File: src/rtl/serial_add_arb.sv
// rtl/serial_add_arb.sv - bit-serial adder shared by two requesters under round-robin arbitration (optional ovf output: SERIAL_ADD_OVF_EN)
module serial_add_arb #(
    parameter int WIDTH = 8
) (
    input  logic             clk,
    input  logic             rst_n,
    input  logic             req0,
    input  logic [WIDTH-1:0] a0,
    input  logic [WIDTH-1:0] b0,
    input  logic             cin0,
    input  logic             req1,
    input  logic [WIDTH-1:0] a1,
    input  logic [WIDTH-1:0] b1,
    input  logic             cin1,
    output logic             gnt0,
    output logic             gnt1,
    output logic             busy,
    output logic             done,
    output logic             done_id,
    output logic [WIDTH-1:0] sum,
    output logic             cout
`ifdef SERIAL_ADD_OVF_EN
    ,
    output logic             ovf
`endif
);

    localparam int CW = (WIDTH > 2) ? $clog2(WIDTH) : 1;
    localparam logic [CW-1:0] LAST_BIT = CW'(WIDTH - 1);

    typedef enum logic [1:0] {
        IDLE = 2'd0,
        RUN  = 2'd1,
        DONE = 2'd2
    } state_t;

    state_t           state_q, state_d;
    logic [WIDTH-1:0] a_sh, b_sh, sum_sh;
    logic             carry_q;
    logic [CW-1:0]    cnt_q;
    logic             owner_q;
    logic             last_q;   // requester served most recently
    logic             bit_s, bit_c;

    // One full-adder cell applied to the current LSBs
    always_comb begin
        bit_s = a_sh[0] ^ b_sh[0] ^ carry_q;
        bit_c = (a_sh[0] & b_sh[0]) | (a_sh[0] & carry_q) | (b_sh[0] & carry_q);
    end

    // Next-state and grant decode; grants only from IDLE, never during reset
    always_comb begin
        state_d = state_q;
        gnt0    = 1'b0;
        gnt1    = 1'b0;
        case (state_q)
            IDLE: begin
                if (rst_n) begin
                    if (req0 && (!req1 || last_q)) begin
                        gnt0 = 1'b1;
                    end else if (req1) begin
                        gnt1 = 1'b1;
                    end
                    if (req0 || req1) begin
                        state_d = RUN;
                    end
                end
            end
            RUN: begin
                if (cnt_q == LAST_BIT) begin
                    state_d = DONE;
                end
            end
            DONE:    state_d = IDLE;
            default: state_d = IDLE;
        endcase
    end

    // Status outputs derived from state and grant
    always_comb begin
        done = (state_q == DONE);
        busy = (state_q != IDLE) || gnt0 || gnt1;
    end

    // State register
    always_ff @(posedge clk or negedge rst_n) begin
        if (!rst_n) begin
            state_q <= IDLE;
        end else begin
            state_q <= state_d;
        end
    end

    // Operand capture, serial add, and result publication on the last bit
    always_ff @(posedge clk or negedge rst_n) begin
        if (!rst_n) begin
            a_sh    <= '0;
            b_sh    <= '0;
            sum_sh  <= '0;
            carry_q <= 1'b0;
            cnt_q   <= '0;
            owner_q <= 1'b0;
            last_q  <= 1'b1;
            sum     <= '0;
            cout    <= 1'b0;
            done_id <= 1'b0;
`ifdef SERIAL_ADD_OVF_EN
            ovf     <= 1'b0;
`endif
        end else if (gnt0) begin
            a_sh    <= a0;
            b_sh    <= b0;
            carry_q <= cin0;
            cnt_q   <= '0;
            owner_q <= 1'b0;
            last_q  <= 1'b0;
        end else if (gnt1) begin
            a_sh    <= a1;
            b_sh    <= b1;
            carry_q <= cin1;
            cnt_q   <= '0;
            owner_q <= 1'b1;
            last_q  <= 1'b1;
        end else if (state_q == RUN) begin
            a_sh    <= a_sh >> 1;
            b_sh    <= b_sh >> 1;
            sum_sh  <= {bit_s, sum_sh[WIDTH-1:1]};
            carry_q <= bit_c;
            cnt_q   <= cnt_q + 1'b1;
            if (cnt_q == LAST_BIT) begin
                // Results appear together with done and stay until the next done
                sum     <= {bit_s, sum_sh[WIDTH-1:1]};
                cout    <= bit_c;
                done_id <= owner_q;
`ifdef SERIAL_ADD_OVF_EN
                // carry_q here is still the carry into the MSB
                ovf     <= carry_q ^ bit_c;
`endif
            end
        end
    end

endmodule

File: config.mk
export PLATFORM = sky130hd
export DESIGN_NAME = serial_add_arb
export DESIGN_NICKNAME = d
export VERILOG_FILES = /design/src/rtl/serial_add_arb.sv
export SDC_FILE = /design/constraint.sdc
export NUM_CORES = 1
export LEC_CHECK = 0
export ABC_AREA = 1
export CORE_ASPECT_RATIO = 0.6
export CORE_MARGIN = 10
export CORE_UTILIZATION = 45
export DETAILED_ROUTE_END_ITERATION = 7
export PLACE_DENSITY_LB_ADDON = 0.12
export SLEW_MARGIN = 20
export SYNTH_ARGS = -nofsm -noshare
export SYNTH_HDL_FRONTEND = slang
export SYNTH_SLANG_ARGS = --single-unit
File: constraint.sdc
create_clock -name clk -period 1.9 [get_ports clk]
set_clock_uncertainty 0.15 [all_clocks]
set_input_delay 0.57 -clock clk [delete_from_list [all_inputs] [get_ports clk]]
set_output_delay 0.57 -clock clk [all_outputs]
set_load 0.01 [all_outputs]
==> results.toml, run 1 <==
[timing]
worst_slew_pin_slew_ns = 0.479
final_max_slew_viol_count = 0
fmax_ghz = 0.508
setup_slack_ns = -0.0692
finalHoldViolCount = 0
maxSlewHeadroom_pct = 68.1
setup_viol = 3
period_needed_ns = 1.97
grt_setup_unrepaired = "true"
period_share_pct = 104

[setup_path]
critPathArrivalTime_ns = 1.25
critPathKind = "flip-flop to output pin"
worst_path_max_delay_cell = "dfrtp_1"
cp_max_fo = 2
worstSetupEndpointType = "output pin"
path_depth = 5
setup.worst_path.start_class = "flip-flop"
crit_family = "flip-flops"
crit_chain = "buf_6 -> nor2_4 -> buf_4 -> nand3_1 -> buf_2"
worstPathRequired_ns = 1.18
crit_path_max_incr_delay_ns = 0.42
rr_worst_depth = 7
worst-path-buf-inv = 3

[flow_run]
drv_cap = 0

[pwr]
power_switching_mw = 1.48
power_frac_seq_pct = 36.6
power_density_nw_per_um2 = 1350
switching_share_pct = 37.7
p_comb_share_pct = 46.4
internal_power_mw = 2.44
p_leak_nw = 1.51
ir_worst_vdd_mv = 0.648
clkPwrFrac_pct = 17.0

[layout]
final_area_um2 = 2910
post-route-util_pct = 64.0
areaGrowthSynthToFinish_pct = 38.3
nFillCells = 427
antennaDiodeCount = 0
num-nets-final = 372
layout-drive-gt1-share_pct = 19.3

[place]
place.port_buffers = 51
place_congestion = 0.830
pre_cts_slack_ns = -0.853
dp_hpwl_um = 3690
placed_area_um2 = 2760

[floorplan]
chipHeight_um = 72.9
core_area_um2 = 4540
initial_core_util_pct = 46.3
die_w_um = 108
rows = 19
io_pins = 52
die_area_um2 = 7890

[global_route]
grt_pass1_wl_um = 8870
grt.total_usage_pct = 13.8
grt_antenna_before_repair = 0
gr-total-overflow = 0
first_global_vias = 1856
grt_max_degree = 39

[routing]
drc_errors = 0
initialDrtViolationCount = 89
vias = 1860
drtAntennaViolNets = 0
routedWlPerCell_um = 13.1
viasPerCell = 4.72
wl_um = 5160
drt_pre_antenna_iters = 4

[yosys]
synth.distinct_cells = 21
syn_inst = 262
synth_most_common_cell = "nand2_1"
syn_area_per_cell_um2 = 8.02
synth_top_area_share_pct = 47.6
synth_edf_count = 0
ys_warn_count = 0
synth_top_cell_by_area = "dfrtp_1"
synth.net_count = 303
synth_ff_type = "dfrtp_1"
async_flop_share_pct = 100
synthTopCellsByArea = "dfrtp_1, nand2_1, nand3_1, nor2_1, nor2_2"
ys_seq_area_share_pct = 48.9
synth_top_cells_by_count = "nand2_1, dfrtp_1, nand3_1"
syn_area_um2 = 2100
ys_ff_latch = 41

[cts]
clkSlewWorstSetupHoldPaths_ns = 0.08
cts_tree = "done"
cts_max_path_buffers = 2
clk_latency_ns = 0.29
cts_buffers = 5
htreeDepth = 2
clockRootBuffer = "clkbuf_8"
clock_sinks = 41

[worst_hold_path]
hp-class = "input pin to asynchronous set/reset pin"

[run_status]
violations = "setup timing"
status = "finished with violations"
==> what timing repair did <==
item / in CTS / in global routing
pin swaps: 3 / 2
gates resized for setup: 43 / 1
hold buffers: 0 / 0
buffers inserted: 4 / 1
setup endpoints to repair: 14 / 3
==> logic make-up (layout without fill, tap and decap cells) <==
kind of cell / Yosys count / in the layout / synth area share [%]
compound gates: 20 / 20 / 5.30
flops: 41 / 41 / 48.9
simple gates: 170 / 170 / 36.7
buf+inv: 28 / 97 / 7.02
fa+ha+maj: 3 / 3 / 2.14
==> power by group through the flow <==
stage / Clock, mW / Sequential [mW] / Combinational [mW]
6_report: 0.667 / 1.44 / 1.82
5_1_grt: 0.716 / 1.48 / 2.09
4_1_cts: 0.684 / 1.44 / 1.83
3_5_place_dp: 0 / 1.45 / 1.82
3_3_place_gp: 0 / 1.44 / 1.79
2_1_floorplan: 0 / 1.46 / 1.12
==> through the flow <==
| stage | power (mW) | TNS (ns) | cells | hold WS [ns] |
|---|---|---|---|---|
| floorplan | 2.58 | 0 | 262 | 0.124 |
| global placement | 3.23 | -7.37 | 382 | 0.310 |
| detailed placement | 3.27 | -7.46 | 382 | 0.317 |
| CTS | 3.95 | -0.166 | 393 | 0.0899 |
| global route | 4.29 | -0.378 | 394 | 0.0891 |
| finish | 3.93 | -0.195 | 394 | 0.0890 |
==> metal layers <==
layer	track usage, %	routed length, um	vias to the layer above
li1	-	-	960
met1	19.4	2590	853
met2	20.1	2220	45
met3	4.23	332	2
met4	3.10	23	0
met5	0	0	-
==> state kept, by name (all words and copies together), names as in the netlist <==
signal and cells:
cout 1, b_sh 8, state_q 2, owner_q 1, cnt_q 3, sum_sh 7
done_id 1, carry_q 1, last_q 1, a_sh 8, sum 8
==> final timing paths <==
path                                        startpoint                     to  slack [ns]
worst max-delay path            state_q[1]$_DFFE_PN0P_                   busy       -0.07
max in group asynchronous                        rst_n     last_q$_DFFE_PN1P_        0.99
worst min-delay path                             rst_n    a_sh[4]$_DFFE_PN0P_        0.09
worst max register to register  state_q[1]$_DFFE_PN0P_     sum[7]$_DFFE_PN0P_        0.22
worst min register to register   sum_sh[7]$_DFFE_PN0P_  sum_sh[6]$_DFFE_PN0P_        0.33
min in group clk                 sum_sh[7]$_DFFE_PN0P_  sum_sh[6]$_DFFE_PN0P_        0.33
==> final cells by class <==
cell class / instances / area (um2) / area share (%)
Timing Repair Buffer: 73 / 681 / 23.4
Clock inverter: 2 / 35.0 / 1.21
Tap cell: 63 / 78.8 / 2.71
Sequential cell: 41 / 1030 / 35.3
Multi-Input combinational cell: 193 / 950 / 32.7
Inverter: 17 / 66.3 / 2.28
Clock buffer: 5 / 68.8 / 2.37
==> cell usage in the layout, fill, tap and decap left out <==
master            n
clkinv_2          1
buf_2             3
clkdlybuf4s50_1  34
nand2_4           4
ha_1              2
fa_1              1
dfrtp_1          40
clkdlybuf4s15_1   1
clkbuf_8          5
nor2_4            2
clkdlybuf4s15_2   1
inv_4             1
inv_1            11
nor2_2           10
a21oi_4           1
buf_6             3
nand3_1          33
dfstp_2           1
inv_2             5
o21ai_0           8
nor2_8            2
nor2_1           25
a21oi_1           2
buf_12            2
buf_4            19
nand2_2           2
o21ai_1           9
bufinv_16         1
nand2_1          91
nand3_2           1
dlygate4sd2_1    10
Note: power is estimated with default switching activity, not from simulation.
==> run 2: changes to the inputs <==
ABC_CLOCK_PERIOD_IN_PS = 1900   (was unset)
GPL_ROUTABILITY_DRIVEN = 0   (was unset)
TNS_END_PERCENT = 1   (was unset)
==> results.toml, run 2 (synthesis results as in run 1) <==
[run_status]
status = "finished with violations"
violations = "setup timing"

[setup_path]
timing.rr.start = "state_q[0]$_DFFE_PN0P_"
critPathKind = "flip-flop to output pin"
critPathArrivalTime_ns = 1.25
cp_max_fo = 3
cp-endpoint = "gnt1"
rr_worst_depth = 7
worstPathRequired_ns = 1.18
setup.worst_path.start_class = "flip-flop"
rrSetupSlack_ns = 0.27
cp-startpoint = "last_q$_DFFE_PN1P_"
rr_endpoint = "sum[7]$_DFFE_PN0P_"
worstSetupEndpointType = "output pin"

[routing]
drt_pre_antenna_iters = 4
drc_errors = 0
viasPerCell = 4.77
vias = 1871
wl_um = 5140
initialDrtViolationCount = 85
drtAntennaViolNets = 0
routedWlPerCell_um = 13.1

[floorplan]
rows = 19
die_area_um2 = 7890
io_pins = 52
chipHeight_um = 72.9
core_area_um2 = 4540
die_w_um = 108
initial_core_util_pct = 46.3

[global_route]
grt.total_usage_pct = 13.7
grt_antenna_before_repair = 0
grt_max_degree = 39
gr-total-overflow = 0
first_global_vias = 1849
grt_pass1_wl_um = 8830

[cts]
htreeDepth = 2
clk_latency_ns = 0.29
cts_buffers = 5
cts_tree = "done"
cts_hold_buf = 0
clock_sinks = 41
cts_max_path_buffers = 2
clkSlewWorstSetupHoldPaths_ns = 0.08
clockRootBuffer = "clkbuf_8"

[timing]
fmax_ghz = 0.509
worst_slew_pin_slew_ns = 0.476
holdWs_ns = 0.0870
maxSlewHeadroom_pct = 68.3
setup_slack_ns = -0.0656
final_max_slew_viol_count = 0
setup_viol = 3
finalHoldViolCount = 0
grt_setup_unrepaired = "true"
period_share_pct = 103
period_needed_ns = 1.97

[layout]
final_common_cell = "nand2_1"
final_area_um2 = 2890
instances_no_fill = 392
layout-drive-gt1-share_pct = 18.8
num-nets-final = 370
antennaDiodeCount = 0
reg.largest.list = "a_sh (8), b_sh (8), sum (8)"
areaGrowthSynthToFinish_pct = 37.6
post-route-util_pct = 63.7
nFillCells = 429
final_cell_mix = "nand2_1, dfrtp_1, clkdlybuf4s50_1"

[place]
post-place-cells = 382
placed_area_um2 = 2760
dp_hpwl_um = 3690
place.port_buffers = 51

[worst_hold_path]
hp-class = "input pin to asynchronous set/reset pin"

[pwr]
ir_worst_vdd_mv = 0.639
power_density_nw_per_um2 = 1350
p_leak_nw = 1.50
p_total_mw = 3.91

[flow_run]
drv_cap = 0
## run 2: cell count changes in the layout (fill, tap and decap cells not counted)
| cell | previous run | this run |
|---|---|---|
| buf_4 | 19 | 17 |
## run 2: what timing repair did
action,4_1_cts,5_1_grt
gates resized for setup,43,1
setup endpoints to repair,14,3
pin swaps,3,0
buffers inserted,3,0
## run 2: per-layer routing
layer,up-vias,global-route usage (%),wire length [um]
li1,957,-,-
met2,52,20.0,2180
met4,0,3.10,36
met3,4,4.23,364
met5,-,0,0
met1,858,19.3,2550
## run 2: report_power, final
group | switching [mW] | total (mW) | internal, mW
Sequential | 0.191 | 1.44 | 1.24
Combinational | 1.01 | 1.81 | 0.805
Clock | 0.287 | 0.669 | 0.382
Total | 1.48 | 3.91 | 2.43
## run 2: critical path, stage by stage, from the launching register on
cell and delay [ns]:
dfstp_2 0.53, inv_2 0.04, nand2_2 0.07, nand2_2 0.08
nand2_4 0.08, inv_4 0.04, buf_6 0.11
## run 2: per-stage QoR
stage,worst slack (ns),TNS [ns]
6_report,-0.0656,-0.181
5_1_grt,-0.135,-0.369
4_1_cts,-0.0644,-0.184
3_5_place_dp,-0.853,-7.46
3_3_place_gp,-0.826,-7.37
2_1_floorplan,0.0426,0
## run 2: how the worst min path moves through the flow
stage | endpoint | slack (ns) | cells past startpoint
floorplan | a_sh[0]$_DFFE_PN0P_ | 0.12 | 0
global placement | sum_sh[1]$_DFFE_PN0P_ | 0.31 | 2
detailed placement | b_sh[3]$_DFFE_PN0P_ | 0.32 | 2
CTS | a_sh[4]$_DFFE_PN0P_ | 0.09 | 2
global route | a_sh[4]$_DFFE_PN0P_ | 0.09 | 2
finish | a_sh[4]$_DFFE_PN0P_ | 0.09 | 2
## run 2: final cells by class
class                      instances  area (um2)  share of cell area [%]
timing repair buffer              71         666                    23.0
multi-input combinational        193         950                    32.8
tap                               63        78.8                    2.73
clock buffer                       5        68.8                    2.38
clock inverter                     2        35.0                    1.21
sequential                        41        1030                    35.5
inverter                          17        66.3                    2.29
